[config.mk]
export PLATFORM = sky130hd
export DESIGN_NAME = rf_access_ctrl
export DESIGN_NICKNAME = d
export VERILOG_FILES = /design/src/rtl/rf_ctrl_pkg.sv /design/src/rtl/rf_rr_arbiter.sv /design/src/rtl/rf_access_ctrl.sv
export SDC_FILE = /design/constraint.sdc
export NUM_CORES = 1
export LEC_CHECK = 0
export CAP_MARGIN = 20
export CELL_PAD_IN_SITES_DETAIL_PLACEMENT = 1
export CELL_PAD_IN_SITES_GLOBAL_PLACEMENT = 1
export CORE_MARGIN = 5
export CORE_UTILIZATION = 21
export CTS_CLUSTER_DIAMETER = 100
export CTS_CLUSTER_SIZE = 40
export DETAILED_ROUTE_END_ITERATION = 10
export PLACE_DENSITY_LB_ADDON = 0.1
export SYNTH_ARGS = -nofsm -noshare
export SYNTH_HDL_FRONTEND = slang
export SYNTH_SLANG_ARGS = --single-unit
[constraint.sdc]
create_clock -name clk -period 3.1 [get_ports clk]
set_input_delay 0.93 -clock clk [delete_from_list [all_inputs] [get_ports clk]]
set_output_delay 0.93 -clock clk [all_outputs]
set_load 0.1 [all_outputs]
[src/rtl/rf_ctrl_pkg.sv]
// rtl/rf_ctrl_pkg.sv - shared widths and FSM state type for the register-file access controller
package rf_ctrl_pkg;

    localparam int RF_NUM_REGS = 32;
    localparam int RF_ADDR_W   = 5;
    localparam int RF_DATA_W   = 64;

    typedef enum logic {
        ST_INIT,
        ST_RUN
    } rf_ctrl_state_t;

endpackage

[src/rtl/rf_rr_arbiter.sv]
// rtl/rf_rr_arbiter.sv - rotating-priority arbiter: first valid request at or after ptr wins
module rf_rr_arbiter #(
    parameter  int NUM_REQ = 2,
    localparam int IDX_W   = $clog2(NUM_REQ)
) (
    input  logic [NUM_REQ-1:0] req,
    input  logic [IDX_W-1:0]   ptr,
    output logic [NUM_REQ-1:0] gnt,
    output logic [IDX_W-1:0]   idx,
    output logic               any
);

    int cand;

    always_comb begin
        gnt  = '0;
        idx  = '0;
        any  = 1'b0;
        cand = 0;
        for (int k = 0; k < NUM_REQ; k++) begin
            cand = int'(ptr) + k;
            if (cand >= NUM_REQ) begin
                cand = cand - NUM_REQ;
            end
            if (!any && req[cand]) begin
                any       = 1'b1;
                idx       = IDX_W'(cand);
                gnt[cand] = 1'b1;
            end
        end
    end

endmodule

[src/rtl/rf_access_ctrl.sv]
// rtl/rf_access_ctrl.sv - init sweep, shared read arbitration and writeback muxing for register_file
module rf_access_ctrl
    import rf_ctrl_pkg::*;
#(
    parameter  int                NUM_REGS   = RF_NUM_REGS,
    parameter  int                ADDR_W     = RF_ADDR_W,
    parameter  int                DATA_W     = RF_DATA_W,
    parameter  int                NUM_RD_REQ = 2,
    parameter  logic [DATA_W-1:0] INIT_VAL   = '0,
    localparam int                ID_W       = $clog2(NUM_RD_REQ)
) (
    input  logic                         clk,
    input  logic                         reset,
    input  logic [NUM_RD_REQ-1:0]        rd_req_valid,
    output logic [NUM_RD_REQ-1:0]        rd_req_ready,
    input  logic [NUM_RD_REQ*ADDR_W-1:0] rd_req_addr0,
    input  logic [NUM_RD_REQ*ADDR_W-1:0] rd_req_addr1,
    input  logic [NUM_RD_REQ*2-1:0]      rd_req_mask,
    output logic                         rd_rsp_valid,
    output logic [ID_W-1:0]              rd_rsp_id,
    output logic [DATA_W-1:0]            rd_rsp_data0,
    output logic [DATA_W-1:0]            rd_rsp_data1,
    input  logic                         wb0_valid,
    input  logic [ADDR_W-1:0]            wb0_addr,
    input  logic [DATA_W-1:0]            wb0_data,
    input  logic                         wb1_valid,
    output logic                         wb1_ready,
    input  logic [ADDR_W-1:0]            wb1_addr,
    input  logic [DATA_W-1:0]            wb1_data,
    output logic                         init_busy,
    output logic [1:0]                   rf_read_en,
    output logic [ADDR_W-1:0]            rf_raddr_0,
    output logic [ADDR_W-1:0]            rf_raddr_1,
    output logic                         rf_write_en,
    output logic [ADDR_W-1:0]            rf_waddr,
    output logic [DATA_W-1:0]            rf_wdata,
    input  logic [DATA_W-1:0]            rf_rdata_0,
    input  logic [DATA_W-1:0]            rf_rdata_1
);

    localparam logic [ADDR_W-1:0] LAST_REG = ADDR_W'(NUM_REGS - 1);
    localparam logic [ID_W-1:0]   LAST_REQ = ID_W'(NUM_RD_REQ - 1);

    rf_ctrl_state_t    state_q, state_d;
    logic [ADDR_W-1:0] init_cnt_q, init_cnt_d;
    logic [ID_W-1:0]   ptr_q, ptr_d;
    logic              rsp_valid_q, rsp_valid_d;
    logic [ID_W-1:0]   rsp_id_q, rsp_id_d;
    logic [DATA_W-1:0] rsp_data0_q, rsp_data0_d;
    logic [DATA_W-1:0] rsp_data1_q, rsp_data1_d;

    logic                  run;
    logic [NUM_RD_REQ-1:0] arb_req, arb_gnt;
    logic [ID_W-1:0]       win_idx;
    logic                  win_any;
    logic [ADDR_W-1:0]     win_addr0, win_addr1;
    logic [1:0]            win_mask;
    logic                  wr_en;
    logic [ADDR_W-1:0]     wr_addr;
    logic [DATA_W-1:0]     wr_data;

    assign run       = !reset && (state_q == ST_RUN);
    assign init_busy = reset || (state_q == ST_INIT);
    assign arb_req   = run ? rd_req_valid : '0;

    rf_rr_arbiter #(.NUM_REQ(NUM_RD_REQ)) u_arb (
        .req (arb_req),
        .ptr (ptr_q),
        .gnt (arb_gnt),
        .idx (win_idx),
        .any (win_any)
    );

    assign win_addr0 = rd_req_addr0[int'(win_idx)*ADDR_W +: ADDR_W];
    assign win_addr1 = rd_req_addr1[int'(win_idx)*ADDR_W +: ADDR_W];
    assign win_mask  = rd_req_mask[int'(win_idx)*2 +: 2];

    assign rd_req_ready = arb_gnt;
    assign wb1_ready    = run && !wb0_valid;
    assign rf_read_en   = win_any ? win_mask : 2'b00;
    assign rf_raddr_0   = win_any ? win_addr0 : '0;
    assign rf_raddr_1   = win_any ? win_addr1 : '0;

    // Init sweep owns the write port; in RUN the ALU writeback beats the MEM one.
    always_comb begin
        wr_en   = 1'b0;
        wr_addr = '0;
        wr_data = '0;
        if (!reset) begin
            if (state_q == ST_INIT) begin
                wr_en   = 1'b1;
                wr_addr = init_cnt_q;
                wr_data = INIT_VAL;
            end else if (wb0_valid) begin
                wr_en   = 1'b1;
                wr_addr = wb0_addr;
                wr_data = wb0_data;
            end else if (wb1_valid) begin
                wr_en   = 1'b1;
                wr_addr = wb1_addr;
                wr_data = wb1_data;
            end
        end
    end

    assign rf_write_en = wr_en;
    assign rf_waddr    = wr_addr;
    assign rf_wdata    = wr_data;

    always_comb begin
        state_d    = state_q;
        init_cnt_d = init_cnt_q;
        if (state_q == ST_INIT) begin
            init_cnt_d = init_cnt_q + 1'b1;
            if (init_cnt_q == LAST_REG) begin
                state_d    = ST_RUN;
                init_cnt_d = '0;
            end
        end
    end

    // A same-cycle write to a granted operand address wins over the stale array read.
    always_comb begin
        ptr_d       = ptr_q;
        rsp_valid_d = win_any;
        rsp_id_d    = win_any ? win_idx : '0;
        rsp_data0_d = '0;
        rsp_data1_d = '0;
        if (win_any) begin
            ptr_d = (win_idx == LAST_REQ) ? '0 : win_idx + 1'b1;
            if (win_mask[0]) begin
                rsp_data0_d = (wr_en && wr_addr == win_addr0) ? wr_data : rf_rdata_0;
            end
            if (win_mask[1]) begin
                rsp_data1_d = (wr_en && wr_addr == win_addr1) ? wr_data : rf_rdata_1;
            end
        end
    end

    always_ff @(posedge clk) begin
        if (reset) begin
            state_q     <= ST_INIT;
            init_cnt_q  <= '0;
            ptr_q       <= '0;
            rsp_valid_q <= 1'b0;
            rsp_id_q    <= '0;
            rsp_data0_q <= '0;
            rsp_data1_q <= '0;
        end else begin
            state_q     <= state_d;
            init_cnt_q  <= init_cnt_d;
            ptr_q       <= ptr_d;
            rsp_valid_q <= rsp_valid_d;
            rsp_id_q    <= rsp_id_d;
            rsp_data0_q <= rsp_data0_d;
            rsp_data1_q <= rsp_data1_d;
        end
    end

    assign rd_rsp_valid = rsp_valid_q;
    assign rd_rsp_id    = rsp_id_q;
    assign rd_rsp_data0 = rsp_data0_q;
    assign rd_rsp_data1 = rsp_data1_q;

endmodule
==> flow_metrics.tcl <==
set metrics [dict create \
    tightest_slew_ns 0.914 \
    ir_drop_v 0.000349 \
    slew_headroom 0.391 \
    yosysWarningCount 0 \
    wl_um 47600 \
    rsz0062_at_grt "yes" \
    syn_inst 947 \
    grt_pass1_wl_um 68700 \
    cts_root_buf "clkbuf_16" \
    critical_path_arrival_ns 2.22 \
    cp-end-kind "output pin" \
    fin_crit_sh 1.02 \
    drt_iter0_drc 353 \
    nets 1849 \
    hold_viol_final 0 \
    skew_ns 0.0137 \
    worstReg2RegStart "state_q$_SDFF_PP0_" \
    grt_pass1_vias 10500 \
    maxCapViolations 0 \
    critical_path_class "input port to output pin" \
    via_count 10000 \
    tns_ns -0.0483 \
    cts-htree-levels 4 \
    core_area_um2 34500 \
    violations "negative setup slack" \
    hold_start "init_cnt_q[3]$_SDFFE_PP0N_" \
    dp_slack_ns -0.715 \
    place.gp.congestion 0.859 \
    path_clk_slew_ns 0.07 \
    num_rows 68 \
    crit_start "wb0_valid" \
    syn_nets 1245 \
    num-fill-cells 3959 \
    yosysUniqueCellTypes 41 \
    grt_max_degree 65 \
    startpoint_type "input port" \
    required_ns 2.17 \
    outcome "finished with violations" \
    cts_sinks 137 \
    dp.cells 1963 \
    drive_gt1_frac 0.400 \
    start_util 0.213 \
    finalSetupViolations 1 \
    drt_first_pass_iters 5 \
    antenna_found_initial 15 \
    finalCriticalPeriod_ns 3.15 \
    seq_area_frac_synth 0.374 \
    leakage_nw 6.19 \
    cts_tree "done" \
    die-area_um2 38800 \
    numPortBuffers 511 \
    dp_hpwl_um 35900 \
    yosys_most_used_dff "dfxtp_1" \
    track_usage 0.233 \
    area_growth_pct 121 \
    synth_seq_cells 137 \
    ys_async_sr_fraction 0 \
    cts.hold.buffers_added 0 \
    via_per_inst 4.93 \
    insertion_delay_ns 0.43 \
    ant_nets 0 \
    synthesis.area_um2 7340 \
    cts_buffers 17 \
    r2r_setup_slack_ns 0.26 \
    syn_area_per_cell_um2 7.75 \
    grt_overflow 0 \
    setup_ws_ns -0.0483 \
    cp_max_fo 7 \
    p_per_area_nw_per_um2 300 \
    finalNonFillerCells 2028 \
    cts_buffer_depth 2 \
    final_max_slew_viol_count 0 \
    fmax_ghz 0.318 \
    die_w_um 197 \
    drc_errors 0 \
    pin_count 512 \
    synth-edff-count 0 \
    wire_per_inst_um 23.5 \
    hold_path_class "flip-flop to flip-flop" \
    dieHeight_um 197 \
]
[cell usage in the layout, fill, tap and decap left out, types with 4 or more instances in the layout]
cell type,n
clkbuf_16,17
inv_6,4
nand2_1,194
o311ai_0,110
buf_12,109
nand4_1,9
a21oi_4,8
o31ai_1,127
clkdlybuf4s50_1,286
nand2_2,67
a21oi_1,5
and3b_1,4
buf_4,292
nor2_1,12
buf_6,4
o31ai_2,4
o311ai_1,18
nand3b_1,5
clkinvlp_4,66
dfxtp_1,137
diode_2,10
o31ai_4,5
bufinv_16,4
[what timing repair did]
action | 4_1_cts | 5_1_grt
pin swaps | 28 | 9
hold endpoints to repair | 0 | 0
gates cloned | 2 | 0
resized for setup | 94 | 57
buffers inserted | 17 | 7
setup endpoints to repair | 211 | 112
[logic make-up (layout without fill, tap and decap cells)]
group           after synthesis  after routing  synth area share
other cells                   0             10                 0
simple gates                316            316             0.178
mux                           3              3           0.00409
xor+xnor                      2              2           0.00239
flops                       137            137             0.374
fa+ha+maj                     2              2           0.00341
buf+inv                     184            800             0.110
compound gates              303            303             0.329
[layer usage]
metal / up-vias / track usage / share of wire
li1: 4719 / - / -
met1: 4851 / 0.269 / 0.39
met2: 366 / 0.410 / 0.50
met3: 58 / 0.0771 / 0.078
met4: 8 / 0.0719 / 0.026
met5: - / 0 / 0.0010
[path summary, 6_finish.rpt]
| kind | endpoint | cells past startpoint |
|---|---|---|
| setup reg to reg | rd_rsp_data1[61]$_SDFF_PP0_ | 13 |
| setup / recovery | rf_waddr[3] | 9 |
| hold reg to reg | init_cnt_q[3]$_SDFFE_PP0N_ | 2 |
| hold / removal | init_cnt_q[3]$_SDFFE_PP0N_ | 2 |
[critical path, stage by stage]
cell and delay (ns):
buf_12 0.11, buf_12 0.12, nor2b_4 0.12, buf_8 0.14, buf_6 0.09, a22oi_2 0.07, a211oi_4 0.29, buf_4 0.18
buf_12 0.16
[synth_stat cells (2+ instances only)]
library cell | instances | area [um2]
nand2_1 | 261 | 980
dfxtp_1 | 137 | 2740
o31ai_1 | 136 | 1020
o311ai_0 | 128 | 1120
clkbuf_1 | 89 | 334
inv_1 | 68 | 255
a21oi_1 | 15 | 75.1
nor2_1 | 15 | 56.3
buf_6 | 14 | 158
nand4_1 | 9 | 56.3
buf_1 | 6 | 22.5
o21ai_0 | 6 | 30.0
buf_2 | 5 | 25.0
nand3b_1 | 5 | 37.5
nor2b_1 | 5 | 31.3
a21boi_0 | 4 | 30.0
and3b_1 | 4 | 35.0
mux2i_1 | 3 | 30.0
nor3_1 | 3 | 15.0
a211o_1 | 2 | 17.5
a22oi_1 | 2 | 15.0
a311oi_1 | 2 | 17.5
and2_1 | 2 | 12.5
and3_1 | 2 | 12.5
ha_1 | 2 | 25.0
nand3_1 | 2 | 10.0
nand4b_1 | 2 | 17.5
o211ai_1 | 2 | 15.0
o221ai_1 | 2 | 17.5
or3_1 | 2 | 12.5
xnor2_1 | 2 | 17.5
[flip-flops by register name, indices dropped and copies added, names as in the netlist]
| signal | flops |
|---|---|
| ptr_q | 1 |
| rd_rsp_data0 | 64 |
| rd_rsp_data1 | 64 |
| init_cnt_q | 5 |
| rd_rsp_valid | 1 |
| rd_rsp_id | 1 |
| state_q | 1 |
[final cells by class]
| class | instances | area, um2 | share of cell area |
|---|---|---|---|
| timing repair buffer | 700 | 7390 | 0.455 |
| multi-input combinational | 626 | 4380 | 0.269 |
| sequential | 137 | 2740 | 0.169 |
| tap | 455 | 569 | 0.0351 |
| inverter | 69 | 507 | 0.0312 |
| clock buffer | 19 | 443 | 0.0273 |
| clock inverter | 12 | 188 | 0.0116 |
| antenna | 10 | 25.0 | 0.00154 |
[through the flow]
stage | power, W | hold WS [ns] | utilization | instance area, um2
6_report | 0.00487 | 0.525 | 0.470 | 16200
5_1_grt | 0.00505 | 0.571 | 0.470 | 16200
4_1_cts | 0.00492 | 0.524 | 0.467 | 16100
3_5_place_dp | 0.00261 | 0.509 | 0.434 | 15000
3_3_place_gp | 0.00261 | 0.492 | 0.434 | 15000
2_1_floorplan | 0.00203 | 0.472 | - | 7860
[power by group]
part	leakage, nW	total, W	switching [W]	internal, W
logic	4.78	0.000867	0.000371	0.000496
clock network	0.301	0.00223	0.000854	0.00138
registers	1.10	0.00177	0.00000514	0.00176
total	6.19	0.00487	0.00123	0.00364
Power figures use the tool's default switching activity.
